[config.mk]
export PLATFORM = sky130hd
export DESIGN_NAME = branch_seq_flat
export DESIGN_NICKNAME = d
export VERILOG_FILES = /design/src/rtl/branch_seq_if.sv /design/src/rtl/branch_seq.sv /design/src/flat_wrapper.sv
export SDC_FILE = /design/constraint.sdc
export NUM_CORES = 1
export LEC_CHECK = 0
export CORE_ASPECT_RATIO = 1.5
export CORE_MARGIN = 1.5
export CORE_UTILIZATION = 39
export CTS_CLUSTER_DIAMETER = 150
export CTS_CLUSTER_SIZE = 25
export DETAILED_ROUTE_END_ITERATION = 6
export PLACE_DENSITY = 0.81
export SLEW_MARGIN = 40
export SYNTH_ARGS = -nofsm -noshare
export SYNTH_HDL_FRONTEND = slang
export SYNTH_SLANG_ARGS = --single-unit
export TNS_END_PERCENT = 50
[constraint.sdc]
create_clock -name clock -period 2.8 [get_ports clock]
set_input_delay 0.28 -clock clock [delete_from_list [all_inputs] [get_ports clock]]
set_output_delay 0.28 -clock clock [all_outputs]
set_load 0.02 [all_outputs]
[src/rtl/branch_seq_if.sv]
// branch_seq_if: control-unit <-> branch sequencer signal bundle.
interface branch_seq_if #(
    parameter int CNT_W = 16
);
    logic             start;
    logic             abort;
    logic [31:0]      IR;
    logic [31:0]      busContents;
    logic             Gra;
    logic             Rout;
    logic             CONin;
    logic             PCout;
    logic             Yin;
    logic             Cout;
    logic             ADD;
    logic             Zin;
    logic             Zlowout;
    logic             PCin;
    logic             CON;
    logic             busy;
    logic             done;
    logic [CNT_W-1:0] taken_cnt;
    logic [CNT_W-1:0] ntaken_cnt;
    modport master (
        output start, abort, IR, busContents,
        input  Gra, Rout, CONin, PCout, Yin, Cout, ADD, Zin, Zlowout, PCin, CON, busy, done,
        input  taken_cnt, ntaken_cnt
    );
    modport slave (
        input  start, abort, IR, busContents,
        output Gra, Rout, CONin, PCout, Yin, Cout, ADD, Zin, Zlowout, PCin, CON, busy, done,
        output taken_cnt, ntaken_cnt
    );
endinterface

[src/rtl/branch_seq.sv]
// branch_seq: T3-T6 sequencer for brzr/brnz/brpl/brmi with CON latch and taken/not-taken counters.
module branch_seq #(
    parameter int EARLY_EXIT = 1,
    parameter int CNT_W      = 16
) (
    input logic         clock,
    input logic         clear,
    branch_seq_if.slave bus
);
    typedef enum logic [2:0] {IDLE, T3, T4, T5, T6} state_t;
    localparam logic EE = (EARLY_EXIT != 0);
    state_t           r_state, w_next;
    logic             r_con;
    logic [CNT_W-1:0] r_taken, r_ntaken;
    logic [1:0]       w_code;
    logic             w_zero, w_cond, w_done, w_inc_t, w_inc_n;
    assign w_code = bus.IR[20:19];
    assign w_zero = (bus.busContents == 32'd0);
    always_comb begin
        w_cond = w_code == 2'b00 ? w_zero :
                 w_code == 2'b01 ? !w_zero :
                 w_code == 2'b10 ? (!bus.busContents[31] && !w_zero) : bus.busContents[31];
        w_next = r_state;
        case (r_state)
            IDLE:    w_next = bus.start ? T3 : IDLE;
            T3:      w_next = (EE && !w_cond) ? IDLE : T4;
            T4:      w_next = T5;
            T5:      w_next = T6;
            default: w_next = IDLE;
        endcase
        if (bus.abort) w_next = IDLE;
    end
    // Early exit decides on the live condition, since CON only updates at the end of T3
    assign w_done  = !bus.abort && (r_state == T6 || (r_state == T3 && EE && !w_cond));
    assign w_inc_t = w_done && r_state == T6 && r_con;
    assign w_inc_n = w_done && !w_inc_t;
    always_ff @(posedge clock) begin
        if (clear) begin
            r_state  <= IDLE;
            r_con    <= 1'b0;
            r_taken  <= '0;
            r_ntaken <= '0;
        end else begin
            r_state <= w_next;
            if (r_state == T3 && !bus.abort) r_con <= w_cond;
            if (w_inc_t && !(&r_taken)) r_taken <= r_taken + CNT_W'(1);
            if (w_inc_n && !(&r_ntaken)) r_ntaken <= r_ntaken + CNT_W'(1);
        end
    end
    assign bus.Gra        = (r_state == T3);
    assign bus.Rout       = (r_state == T3);
    assign bus.CONin      = (r_state == T3);
    assign bus.PCout      = (r_state == T4);
    assign bus.Yin        = (r_state == T4);
    assign bus.Cout       = (r_state == T5);
    assign bus.ADD        = (r_state == T5);
    assign bus.Zin        = (r_state == T5);
    assign bus.Zlowout    = (r_state == T6);
    assign bus.PCin       = (r_state == T6) && r_con && !bus.abort;
    assign bus.CON        = r_con;
    assign bus.busy       = (r_state != IDLE);
    assign bus.done       = w_done;
    assign bus.taken_cnt  = r_taken;
    assign bus.ntaken_cnt = r_ntaken;
endmodule

[src/flat_wrapper.sv]
// flat-port wrapper written by rule: the top's interface ports become plain ports
module branch_seq_flat 
#(
    parameter int EARLY_EXIT = 1,
    parameter int CNT_W      = 16
)
  (clock, clear, bus_start, bus_abort, bus_IR, bus_busContents, bus_Gra, bus_Rout, bus_CONin, bus_PCout, bus_Yin, bus_Cout, bus_ADD, bus_Zin, bus_Zlowout, bus_PCin, bus_CON, bus_busy, bus_done, bus_taken_cnt, bus_ntaken_cnt);
  branch_seq_if #(.CNT_W(CNT_W)) bus_i ();
  input logic clock;
  input logic clear;
  input wire logic [$bits(bus_i.start)-1:0] bus_start;
  input wire logic [$bits(bus_i.abort)-1:0] bus_abort;
  input wire logic [$bits(bus_i.IR)-1:0] bus_IR;
  input wire logic [$bits(bus_i.busContents)-1:0] bus_busContents;
  output wire logic [$bits(bus_i.Gra)-1:0] bus_Gra;
  output wire logic [$bits(bus_i.Rout)-1:0] bus_Rout;
  output wire logic [$bits(bus_i.CONin)-1:0] bus_CONin;
  output wire logic [$bits(bus_i.PCout)-1:0] bus_PCout;
  output wire logic [$bits(bus_i.Yin)-1:0] bus_Yin;
  output wire logic [$bits(bus_i.Cout)-1:0] bus_Cout;
  output wire logic [$bits(bus_i.ADD)-1:0] bus_ADD;
  output wire logic [$bits(bus_i.Zin)-1:0] bus_Zin;
  output wire logic [$bits(bus_i.Zlowout)-1:0] bus_Zlowout;
  output wire logic [$bits(bus_i.PCin)-1:0] bus_PCin;
  output wire logic [$bits(bus_i.CON)-1:0] bus_CON;
  output wire logic [$bits(bus_i.busy)-1:0] bus_busy;
  output wire logic [$bits(bus_i.done)-1:0] bus_done;
  output wire logic [$bits(bus_i.taken_cnt)-1:0] bus_taken_cnt;
  output wire logic [$bits(bus_i.ntaken_cnt)-1:0] bus_ntaken_cnt;
  assign bus_i.start = bus_start;
  assign bus_i.abort = bus_abort;
  assign bus_i.IR = bus_IR;
  assign bus_i.busContents = bus_busContents;
  assign bus_Gra = bus_i.Gra;
  assign bus_Rout = bus_i.Rout;
  assign bus_CONin = bus_i.CONin;
  assign bus_PCout = bus_i.PCout;
  assign bus_Yin = bus_i.Yin;
  assign bus_Cout = bus_i.Cout;
  assign bus_ADD = bus_i.ADD;
  assign bus_Zin = bus_i.Zin;
  assign bus_Zlowout = bus_i.Zlowout;
  assign bus_PCin = bus_i.PCin;
  assign bus_CON = bus_i.CON;
  assign bus_busy = bus_i.busy;
  assign bus_done = bus_i.done;
  assign bus_taken_cnt = bus_i.taken_cnt;
  assign bus_ntaken_cnt = bus_i.ntaken_cnt;
  branch_seq #(.EARLY_EXIT(EARLY_EXIT), .CNT_W(CNT_W)) u_core (.clock(clock), .clear(clear), .bus(bus_i));
endmodule
==> impl_metrics.env, run 1 <==
export IMPL_status="finished clean"
export IMPL_ctsResizeCount=0
export IMPL_grt_setup_unrepaired="false"
export IMPL_synth_edf_count=0
export IMPL_insertedDiodeCount=0
export IMPL_crit_path_top_delay_cell="clkdlybuf4s50_1"
export IMPL_core_area_um2=5080
export IMPL_row_count=32
export IMPL_start_kind="primary input"
export IMPL_io_pins=113
export IMPL_final_nets=397
export IMPL_wl_um=5190
export IMPL_finalCritPeriodShare_pct=94.2
export IMPL_maxSlewHeadroom_pct=65.8
export IMPL_ant_nets=0
export IMPL_drt_initial_drc_count=50
export IMPL_gp_congestion=0.794
export IMPL_cp_cell_sequence="clkdlybuf4s50_1, nor4_1, and4_1, a221o_1, nand2_1, nor2_1, clkdlybuf4s50_1"
export IMPL_clk_path_buf_depth=2
export IMPL_grt_use_total_pct=17.7
export IMPL_seq_area_um2=721
export IMPL_multiInputGateArea_um2=1210
export IMPL_critPathKind="primary input to output pin"
export IMPL_synth_xor_area_share_pct=6.03
export IMPL_setup_tns_ns=0
export IMPL_start_util_pct=40.0
export IMPL_hp_class="primary input to register"
export IMPL_synthMuxAreaShare_pct=4.86
export IMPL_finalClockSkew_ns=0.0108
export IMPL_worstPathMaxFanout=5
export IMPL_fillers=492
export IMPL_leakagePower_nw=0.989
export IMPL_cts_max_level=2
export IMPL_ys_types=44
export IMPL_netlist_instances=248
export IMPL_clk_insertion_delay_late_ns=0.29
export IMPL_postCtsSetupRepairBufs=0
export IMPL_r2r_slack_ns=0.48
export IMPL_ys_ff_latch=36
export IMPL_die_area_um2=5660
export IMPL_antenna_found_initial=0
export IMPL_first_pass_iters=4
export IMPL_gr_total_overflow=0
export IMPL_synth_nets=318
export IMPL_synth_compound_area_share_pct=8.92
export IMPL_post_dp_cell_area_um2=2890
export IMPL_critPathRequiredTime_ns=2.52
export IMPL_vias_per_cell=5.34
export IMPL_synth_top_family_by_area="simple AND/OR/NAND/NOR gates"
export IMPL_fmax_mhz=379
export IMPL_drc=0
export IMPL_post_synth_fa_ha_maj_area_fraction_pct=1.23
export IMPL_setup_viol=0
export IMPL_peakVddDrop_mv=0.241
export IMPL_dp_hpwl_um=3970
export IMPL_drt_wirelength_per_cell_um=13.1
export IMPL_cts_hold_buf=0
export IMPL_clk_pin_slew_worst_paths_ns=0.07
export IMPL_ys_top_cells_by_area="dfxtp_1, nor2_1, xnor2_1"
export IMPL_grt_first_pass_wirelength_um=7910
export IMPL_cts_made_buffers=5
export IMPL_worst_pin_slew_ns=0.509
export IMPL_cts_tree="done"
export IMPL_finalCriticalPeriod_ns=2.64
export IMPL_synth_avg_cell_area_um2=8.20
export IMPL_chipHeight_um=91.4
export IMPL_seq_area_frac_synth_pct=35.4
export IMPL_yosys_warnings=0
export IMPL_worst_path_most_repeated_cell="clkdlybuf4s50_1"
export IMPL_vias=2116
export IMPL_root_buffer="clkbuf_8"
export IMPL_syn_area_um2=2030
export IMPL_drive_gt1_share_pct=7.62
export IMPL_area_growth_pct=47.4
export IMPL_drv_cap=0
export IMPL_cpPeakStageDelay_ns=0.61
export IMPL_postSynth_asyncResetShare_pct=0
export IMPL_cpLargestDelayFamily="buffers and inverters"
export IMPL_dieWidth_um=62.0
export IMPL_portBuffers=82
export IMPL_yosysTopAreaCell="dfxtp_1"
export IMPL_first_global_vias=1911
export IMPL_synth_flop_cell="dfxtp_1"
export IMPL_maxSlewViolCount=0
export IMPL_worstPathArrival_ns=2.36
export IMPL_grt_max_degree=29
export IMPL_hold_viol_final=0
export IMPL_final_area_um2=3000
export IMPL_cts_sinks=36
export IMPL_cp_end_kind="output pin"
export IMPL_pwr_density_cell_nw_per_um2=358
export IMPL_critical_path_buf_inv_count=2
export IMPL_yosys_area_share_simple_pct=38.5
export IMPL_synth_top_cell_area_share_pct=35.4
==> placed cells by master (no fill, tap or decap), types with 2 or more instances in the layout <==
| master | n |
|---|---|
| clkdlybuf4s50_1 | 81 |
| dfxtp_1 | 36 |
| nor2_1 | 30 |
| nand2_1 | 19 |
| nor3_1 | 14 |
| a21oi_1 | 13 |
| nor4_1 | 12 |
| or4_1 | 10 |
| nand3_1 | 9 |
| xnor2_1 | 9 |
| nand4_1 | 8 |
| nor2b_1 | 6 |
| mux2_2 | 6 |
| buf_4 | 6 |
| and4_1 | 5 |
| xor2_1 | 5 |
| o31ai_1 | 5 |
| clkbuf_8 | 5 |
| nor3b_1 | 4 |
| nand2b_1 | 4 |
| and3_1 | 4 |
| inv_1 | 3 |
| o21ai_0 | 3 |
| or3_1 | 3 |
| and3b_1 | 2 |
| or2_2 | 2 |
| or4b_1 | 2 |
| mux2i_1 | 2 |
| ha_1 | 2 |
==> worst register-to-register path, delay by kind of cell, from the launching register on <==
family / cells / cell delay [ns]
compound gates: 2 / 0.50
flops: 1 / 0.36
simple gates: 4 / 1.41
==> cells by family after synthesis <==
kind of cell             count (synthesis)
multiplexers                             9
adder cells (fa/ha/maj)                  2
flip-flops                              36
buffers and inverters                   19
AO/OA/AOI/OAI                           29
AND/OR/NAND/NOR                        139
XOR/XNOR                                14
==> path summary, 6_finish.rpt <==
kind / start / endpoint / cells past startpoint
setup reg to reg: u_core.bus.ntaken_cnt[9] / u_core.bus.ntaken_cnt[15] / 6
hold / removal: clear / u_core.bus.CON / 2
setup / recovery: bus_busContents[31] / bus_done / 7
hold reg to reg: u_core.bus.ntaken_cnt[1] / u_core.bus.ntaken_cnt[1] / 2
==> area by class of cell <==
cell class                      count  area share (%)
Clock inverter                      2            1.17
Sequential cell                    36            24.1
Tap cell                           68            2.84
Clock buffer                        6            2.42
Inverter                            3           0.376
Timing Repair Buffer               88            28.7
Multi-Input combinational cell    193            40.4
==> report_power, final <==
group	internal [mW]	switching, mW
registers	0.513	0.00212
clock network	0.264	0.185
logic	0.0655	0.0431
total	0.843	0.231
==> state kept, by name (all words and copies together) (netlist names) <==
signal / cells
u_core.bus.CON: 1
u_core.bus.taken_cnt: 16
u_core.bus.ntaken_cnt: 16
u_core.r_state: 3
==> routing by layer <==
layer	vias up	global-route usage [%]	routed length [um]
met2	68	33.3	2710
met4	0	6.03	63
met3	5	3.70	386
met5	-	0	0
li1	1058	-	-
met1	985	17.8	2030
==> synthesized netlist by cell type (all sizes together) (4+ instances only) <==
cell    count
dfxtp      36
nor2       30
nand2      19
nor3       14
a21oi      13
nor4       12
or4        10
buf         9
nand3       9
xnor2       9
nand4       8
clkbuf      7
mux2        7
nor2b       6
and4        5
nor3b       5
o31ai       5
xor2        5
and3        4
nand2b      4
o21ai       4
or3         4
==> metrics by stage <==
stage | hold WS, ns | utilization, % | total power, mW | instances | setup slack [ns]
after floorplan | 0.469 | - | 0.567 | 248 | 0.276
after global placement | 0.476 | 56.9 | 0.635 | 388 | 0.150
after detailed placement | 0.504 | 56.8 | 0.636 | 388 | 0.133
after CTS | 0.427 | 58.9 | 1.08 | 396 | 0.136
after global routing | 0.455 | 58.9 | 1.11 | 396 | 0.00302
final | 0.431 | 58.9 | 1.07 | 396 | 0.161
Note: power is estimated with default switching activity, not from simulation.
==> run 2: changes to the inputs <==
--- a/config.mk
+++ b/config.mk
@@ -11,7 +11,8 @@
 export CTS_CLUSTER_DIAMETER = 150
 export CTS_CLUSTER_SIZE = 25
 export DETAILED_ROUTE_END_ITERATION = 6
-export PLACE_DENSITY = 0.81
+export GPL_TIMING_DRIVEN = 0
+export PLACE_DENSITY = 0.9
 export SLEW_MARGIN = 40
 export SYNTH_ARGS = -nofsm -noshare
 export SYNTH_HDL_FRONTEND = slang
==> run 2 against run 1 <==
  * Total power rose by 4.4%
  * Sequential power barely moved
  * Clock-buffer cell count rose by 1
  * Sequential share of layout area fell by 0.54 points
  * Highest routed layer unchanged
  * Final area rose by 2.3%
  * Largest power group unchanged
  * Global-route usage rose by 1.8 points
  * Register-to-register slack improved by 0.03 ns
  * Setup slack got worse by 0.0034 ns
  * Flip-flop and latch count did not move
  * Clock power rose by 9.6%
  * Via count rose by 3.8%
==> impl_metrics.env, run 2 (synthesis gave the netlist of run 1 again) <==
export IMPL_leakagePower_nw=1.03
export IMPL_post_dp_cell_area_um2=2930
export IMPL_maxSlewViolCount=0
export IMPL_finalCritPeriodShare_pct=94.4
export IMPL_pwr_density_cell_nw_per_um2=366
export IMPL_insertedDiodeCount=0
export IMPL_antenna_found_initial=0
export IMPL_final_nets=405
export IMPL_grt_setup_unrepaired="false"
export IMPL_die_area_um2=5660
export IMPL_maxSlewHeadroom_pct=64.9
export IMPL_final_area_um2=3070
export IMPL_power_switching_uw=228
export IMPL_cts_sinks=36
export IMPL_root_buffer="clkbuf_8"
export IMPL_finalClockSkew_ns=0.00896
export IMPL_cpPeakStageDelay_ns=0.53
export IMPL_drv_cap=0
export IMPL_worst_pin_slew_ns=0.523
export IMPL_clk_pin_slew_worst_paths_ns=0.07
export IMPL_drc=0
export IMPL_drt_wirelength_per_cell_um=13.6
export IMPL_gp_congestion=0.828
export IMPL_row_count=32
export IMPL_cts_max_level=2
export IMPL_setup_tns_ns=0
export IMPL_core_area_um2=5080
export IMPL_peakVddDrop_mv=0.340
export IMPL_cpLargestDelayFamily="buffers and inverters"
export IMPL_area_growth_pct=50.8
export IMPL_io_pins=113
export IMPL_p_comb_share_pct=10.0
export IMPL_cp_cell_sequence="clkdlybuf4s50_1, or3b_2, a221o_1, nand2_2, buf_4, nor2_1, dlygate4sd2_1"
export IMPL_start_kind="primary input"
export IMPL_cts_tree="done"
export IMPL_start_util_pct=40.0
export IMPL_first_global_vias=2135
export IMPL_switching_share_pct=20.3
export IMPL_worstPathMaxFanout=19
export IMPL_wl_um=5500
export IMPL_ant_nets=0
export IMPL_drive_gt1_share_pct=8.93
export IMPL_cp_end_kind="output pin"
export IMPL_first_pass_iters=5
export IMPL_grt_first_pass_wirelength_um=8700
export IMPL_dieWidth_um=62.0
export IMPL_grt_use_total_pct=19.6
export IMPL_fmax_mhz=378
export IMPL_status="finished clean"
export IMPL_fillers=452
export IMPL_cts_hold_buf=0
export IMPL_hold_viol_final=0
export IMPL_chipHeight_um=91.4
export IMPL_gr_total_overflow=0
export IMPL_cts_made_buffers=5
export IMPL_place_inst=397
export IMPL_layout_commonest_cell="clkdlybuf4s50_1"
export IMPL_intPower_uw=893
export IMPL_vias=2196
export IMPL_portBuffers=81
export IMPL_critical_path_buf_inv_count=3
export IMPL_hp_class="primary input to register"
export IMPL_dp_hpwl_um=4330
export IMPL_finalPower_mw=1.12
export IMPL_grt_max_degree=20
export IMPL_seqPwrFrac_pct=46.0
export IMPL_drt_initial_drc_count=81
export IMPL_postCtsSetupRepairBufs=0
export IMPL_critPathKind="primary input to output pin"
export IMPL_seq_area_um2=721
export IMPL_setup_viol=0
export IMPL_worstPathArrival_ns=2.36
export IMPL_clk_insertion_delay_late_ns=0.28
export IMPL_clkPwrFrac_pct=44.0
export IMPL_final_cell_mix="clkdlybuf4s50_1, dfxtp_1, nor2_1"
export IMPL_vias_per_cell=5.44
export IMPL_clk_path_buf_depth=2
export IMPL_finalCriticalPeriod_ns=2.64
export IMPL_stdcell_count=404
export IMPL_critPathRequiredTime_ns=2.52
export IMPL_crit_path_top_delay_cell="clkdlybuf4s50_1"
export IMPL_multiInputGateArea_um2=1220
==> run 2: changes by cell type in the layout (fill, tap and decap cells not counted), sizes merged <==
cell / before / now
clkbuf: 6 / 14
clkinv: 1 / 0
dlygate4sd2: 0 / 1
buf: 7 / 8
clkdlybuf4s50: 81 / 80
==> run 2: area by class of cell <==
| cell class | instances | area share, % |
|---|---|---|
| Tap cell | 68 | 2.78 |
| Timing Repair Buffer | 81 | 26.4 |
| Sequential cell | 36 | 23.5 |
| Buffer | 15 | 2.86 |
| Clock buffer | 7 | 3.14 |
| Clock inverter | 1 | 0.980 |
| Multi-Input combinational cell | 193 | 40.0 |
| Inverter | 3 | 0.367 |
==> run 2: through the flow <==
stage | hold WS, ns | setup slack, ns | utilization, %
2_1_floorplan | 0.469 | 0.276 | -
3_3_place_gp | 0.496 | -0.319 | 57.6
3_5_place_dp | 0.505 | -0.337 | 57.6
4_1_cts | 0.502 | 0.161 | 60.2
5_1_grt | 0.534 | 0.00137 | 60.3
6_report | 0.495 | 0.158 | 60.3
==> run 2: worst paths after layout <==
path,endpoint,slack [ns],cells after the start,from
worst max-delay path,bus_done,0.16,7,bus_IR[20]
worst min-delay path,u_core.bus.ntaken_cnt[5],0.49,3,clear
worst max register to register,u_core.bus.ntaken_cnt[7],0.51,7,u_core.bus.ntaken_cnt[9]
worst min register to register,u_core.bus.ntaken_cnt[1],0.51,2,u_core.bus.ntaken_cnt[1]
==> run 2: routing by layer <==
| layer | up-vias | GRT usage (%) | part of all wire [%] |
|---|---|---|---|
| met5 | - | 0 | 0 |
| met4 | 0 | 7.62 | 1.5 |
| met3 | 8 | 4.70 | 8.3 |
| met2 | 89 | 36.1 | 53 |
| met1 | 1012 | 19.5 | 37 |
| li1 | 1087 | - | - |
==> run 2: power by group through the flow <==
stage,Combinational (mW),Clock (mW),Sequential (mW)
floorplan,0.0389,0,0.528
finish,0.113,0.493,0.516
global placement,0.109,0,0.527
global route,0.124,0.525,0.516
detailed placement,0.112,0,0.527
CTS,0.112,0.503,0.515
==> run 2: worst register-to-register path, cell delays in order (launching register included) <==
cell and delay, ns:
dfxtp_1 0.37, and4_1 0.26, and3_1 0.22, a41o_1 0.26, buf_2 0.18, or2_1 0.28
nor4_1 0.23, mux2_2 0.37
==> run 2: timing repair <==
item	4_1_cts	5_1_grt
resized for setup	4	1
endpoints found under the hold margin	0	0
endpoints found under the setup margin	1	1
pin swaps	0	0
==> run 3: changes to the inputs <==
--- a/config.mk
+++ b/config.mk
@@ -5,14 +5,16 @@
 export SDC_FILE = /design/constraint.sdc
 export NUM_CORES = 1
 export LEC_CHECK = 0
+export CELL_PAD_IN_SITES_DETAIL_PLACEMENT = 0
+export CELL_PAD_IN_SITES_GLOBAL_PLACEMENT = 2
 export CORE_ASPECT_RATIO = 1.5
-export CORE_MARGIN = 1.5
-export CORE_UTILIZATION = 39
+export CORE_MARGIN = 3
+export CORE_UTILIZATION = 20
 export CTS_CLUSTER_DIAMETER = 150
 export CTS_CLUSTER_SIZE = 25
 export DETAILED_ROUTE_END_ITERATION = 6
 export GPL_TIMING_DRIVEN = 0
-export PLACE_DENSITY = 0.9
+export PLACE_DENSITY = 0.88
 export SLEW_MARGIN = 40
 export SYNTH_ARGS = -nofsm -noshare
 export SYNTH_HDL_FRONTEND = slang
==> run 3 against run 2 <==
  * Via count is 1.0% lower
  * Routed wire length up 15%
  * Total power up 13%
  * Clock power rose by 28%
  * Critical path type unchanged
  * Highest routed layer unchanged
==> impl_metrics.env, run 3 (synthesis gave the netlist of run 1 again) <==
export IMPL_cts_sinks=36
export IMPL_grt_first_pass_wirelength_um=9870
export IMPL_stdcell_count=451
export IMPL_antenna_found_initial=0
export IMPL_status="finished clean"
export IMPL_row_count=44
export IMPL_vias_per_cell=4.82
export IMPL_area_growth_pct=57.7
export IMPL_io_pins=113
export IMPL_maxSlewViolCount=0
export IMPL_ant_nets=0
export IMPL_finalPower_mw=1.27
export IMPL_clk_pin_slew_worst_paths_ns=0.06
export IMPL_vias=2174
export IMPL_die_area_um2=11400
export IMPL_clk_insertion_delay_late_ns=0.28
export IMPL_clk_path_buf_depth=2
export IMPL_start_util_pct=20.7
export IMPL_root_buffer="clkbuf_16"
export IMPL_maxSlewHeadroom_pct=64.2
export IMPL_hp_class="primary input to register"
export IMPL_start_kind="primary input"
export IMPL_place_inst=444
export IMPL_wl_um=6300
export IMPL_grt_max_degree=20
export IMPL_cts_max_level=2
export IMPL_setup_viol=0
export IMPL_cts_made_buffers=5
export IMPL_leakagePower_nw=1.05
export IMPL_gr_total_overflow=0
export IMPL_worstPathMaxFanout=19
export IMPL_drive_gt1_share_pct=10.7
export IMPL_finalClockSkew_ns=0.00177
export IMPL_grt_use_total_pct=10.9
export IMPL_final_nets=405
export IMPL_insertedDiodeCount=0
export IMPL_drt_wirelength_per_cell_um=14.0
export IMPL_worstPathArrival_ns=2.37
export IMPL_critPathRequiredTime_ns=2.52
export IMPL_postCtsSetupRepairBufs=0
export IMPL_peakVddDrop_mv=0.289
export IMPL_pwr_density_cell_nw_per_um2=396
export IMPL_final_cell_mix="clkdlybuf4s50_1, dfxtp_1, nor2_1"
export IMPL_portBuffers=81
export IMPL_grt_setup_unrepaired="false"
export IMPL_cp_end_kind="output pin"
export IMPL_drv_cap=0
export IMPL_dieWidth_um=88.3
export IMPL_fin_hold_ws_ns=0.478
export IMPL_dp_hpwl_um=4880
export IMPL_fin_util_pct=32.7
export IMPL_core_area_um2=9800
export IMPL_worst_pin_slew_ns=0.534
export IMPL_critPathKind="primary input to output pin"
export IMPL_first_global_vias=2092
export IMPL_first_pass_iters=4
export IMPL_cts_hold_buf=0
export IMPL_fmax_mhz=377
export IMPL_finalCritPeriodShare_pct=94.7
export IMPL_cts_tree="done"
export IMPL_r2r_slack_ns=0.54
export IMPL_finalCriticalPeriod_ns=2.65
export IMPL_gp_congestion=0.756
export IMPL_hold_viol_final=0
export IMPL_drt_initial_drc_count=90
export IMPL_drc=0
export IMPL_chipHeight_um=129
export IMPL_layout_commonest_cell="clkdlybuf4s50_1"
## run 3: changes by cell type in the layout (fill, tap and decap cells not counted), sizes merged
| cell | change |
|---|---|
| clkbuf | -2 |
| clkinv | +1 |
| clkinvlp | +1 |
## run 3: worst max-delay path: stages
cell	delay, ns
clkdlybuf4s50_1	0.51
or3b_2	0.50
a221o_1	0.34
nand2_2	0.14
buf_6	0.20
nor2_1	0.06
dlygate4sd2_1	0.34
## run 3: cell type report
| cell class | instances | area, um2 |
|---|---|---|
| fill | 1029 | 6590 |
| tap | 115 | 144 |
| clock inverter | 3 | 42.5 |
| timing repair buffer | 81 | 810 |
| sequential | 36 | 721 |
| multi-input combinational | 193 | 1260 |
| inverter | 3 | 11.3 |
| clock buffer | 5 | 125 |
| buffer | 15 | 91.3 |
## run 3: layer usage
metal / vias to the layer above / part of all wire, % / wire, um / global-route usage [%]
met4: 0 / 2.0 / 129 / 4.45
met5: - / 0 / 0 / 0
met1: 1007 / 40 / 2490 / 12.1
li1: 1081 / - / - / -
met2: 77 / 51 / 3190 / 19.7
met3: 9 / 7.7 / 485 / 2.23
## run 3: final timing paths
check                                                 to  cells after the start                      from
worst min register to register  u_core.bus.ntaken_cnt[1]                      2  u_core.bus.ntaken_cnt[1]
worst min-delay path            u_core.bus.ntaken_cnt[5]                      3                     clear
worst max-delay path                            bus_done                      7       bus_busContents[31]
worst max register to register  u_core.bus.ntaken_cnt[7]                      7  u_core.bus.ntaken_cnt[9]
## run 3: metrics by stage
stage	area [um2]	setup TNS (ns)	setup WS, ns
floorplan	2030	0	0.276
global placement	2990	-0.415	-0.415
detailed placement	2990	-0.409	-0.409
CTS	3170	0	0.0350
global route	3210	0	0.0335
finish	3210	0	0.149
## run 3: power breakdown
part / switching [mW] / internal, mW
clock: 0.215 / 0.418
combinational: 0.0519 / 0.0677
sequential: 0.00205 / 0.514
total: 0.269 / 0.999
## run 3: repair_timing
action | in CTS | in global routing
endpoints found under the setup margin | 1 | 1
gates resized for setup | 5 | 7
gates cloned | 0 | 0
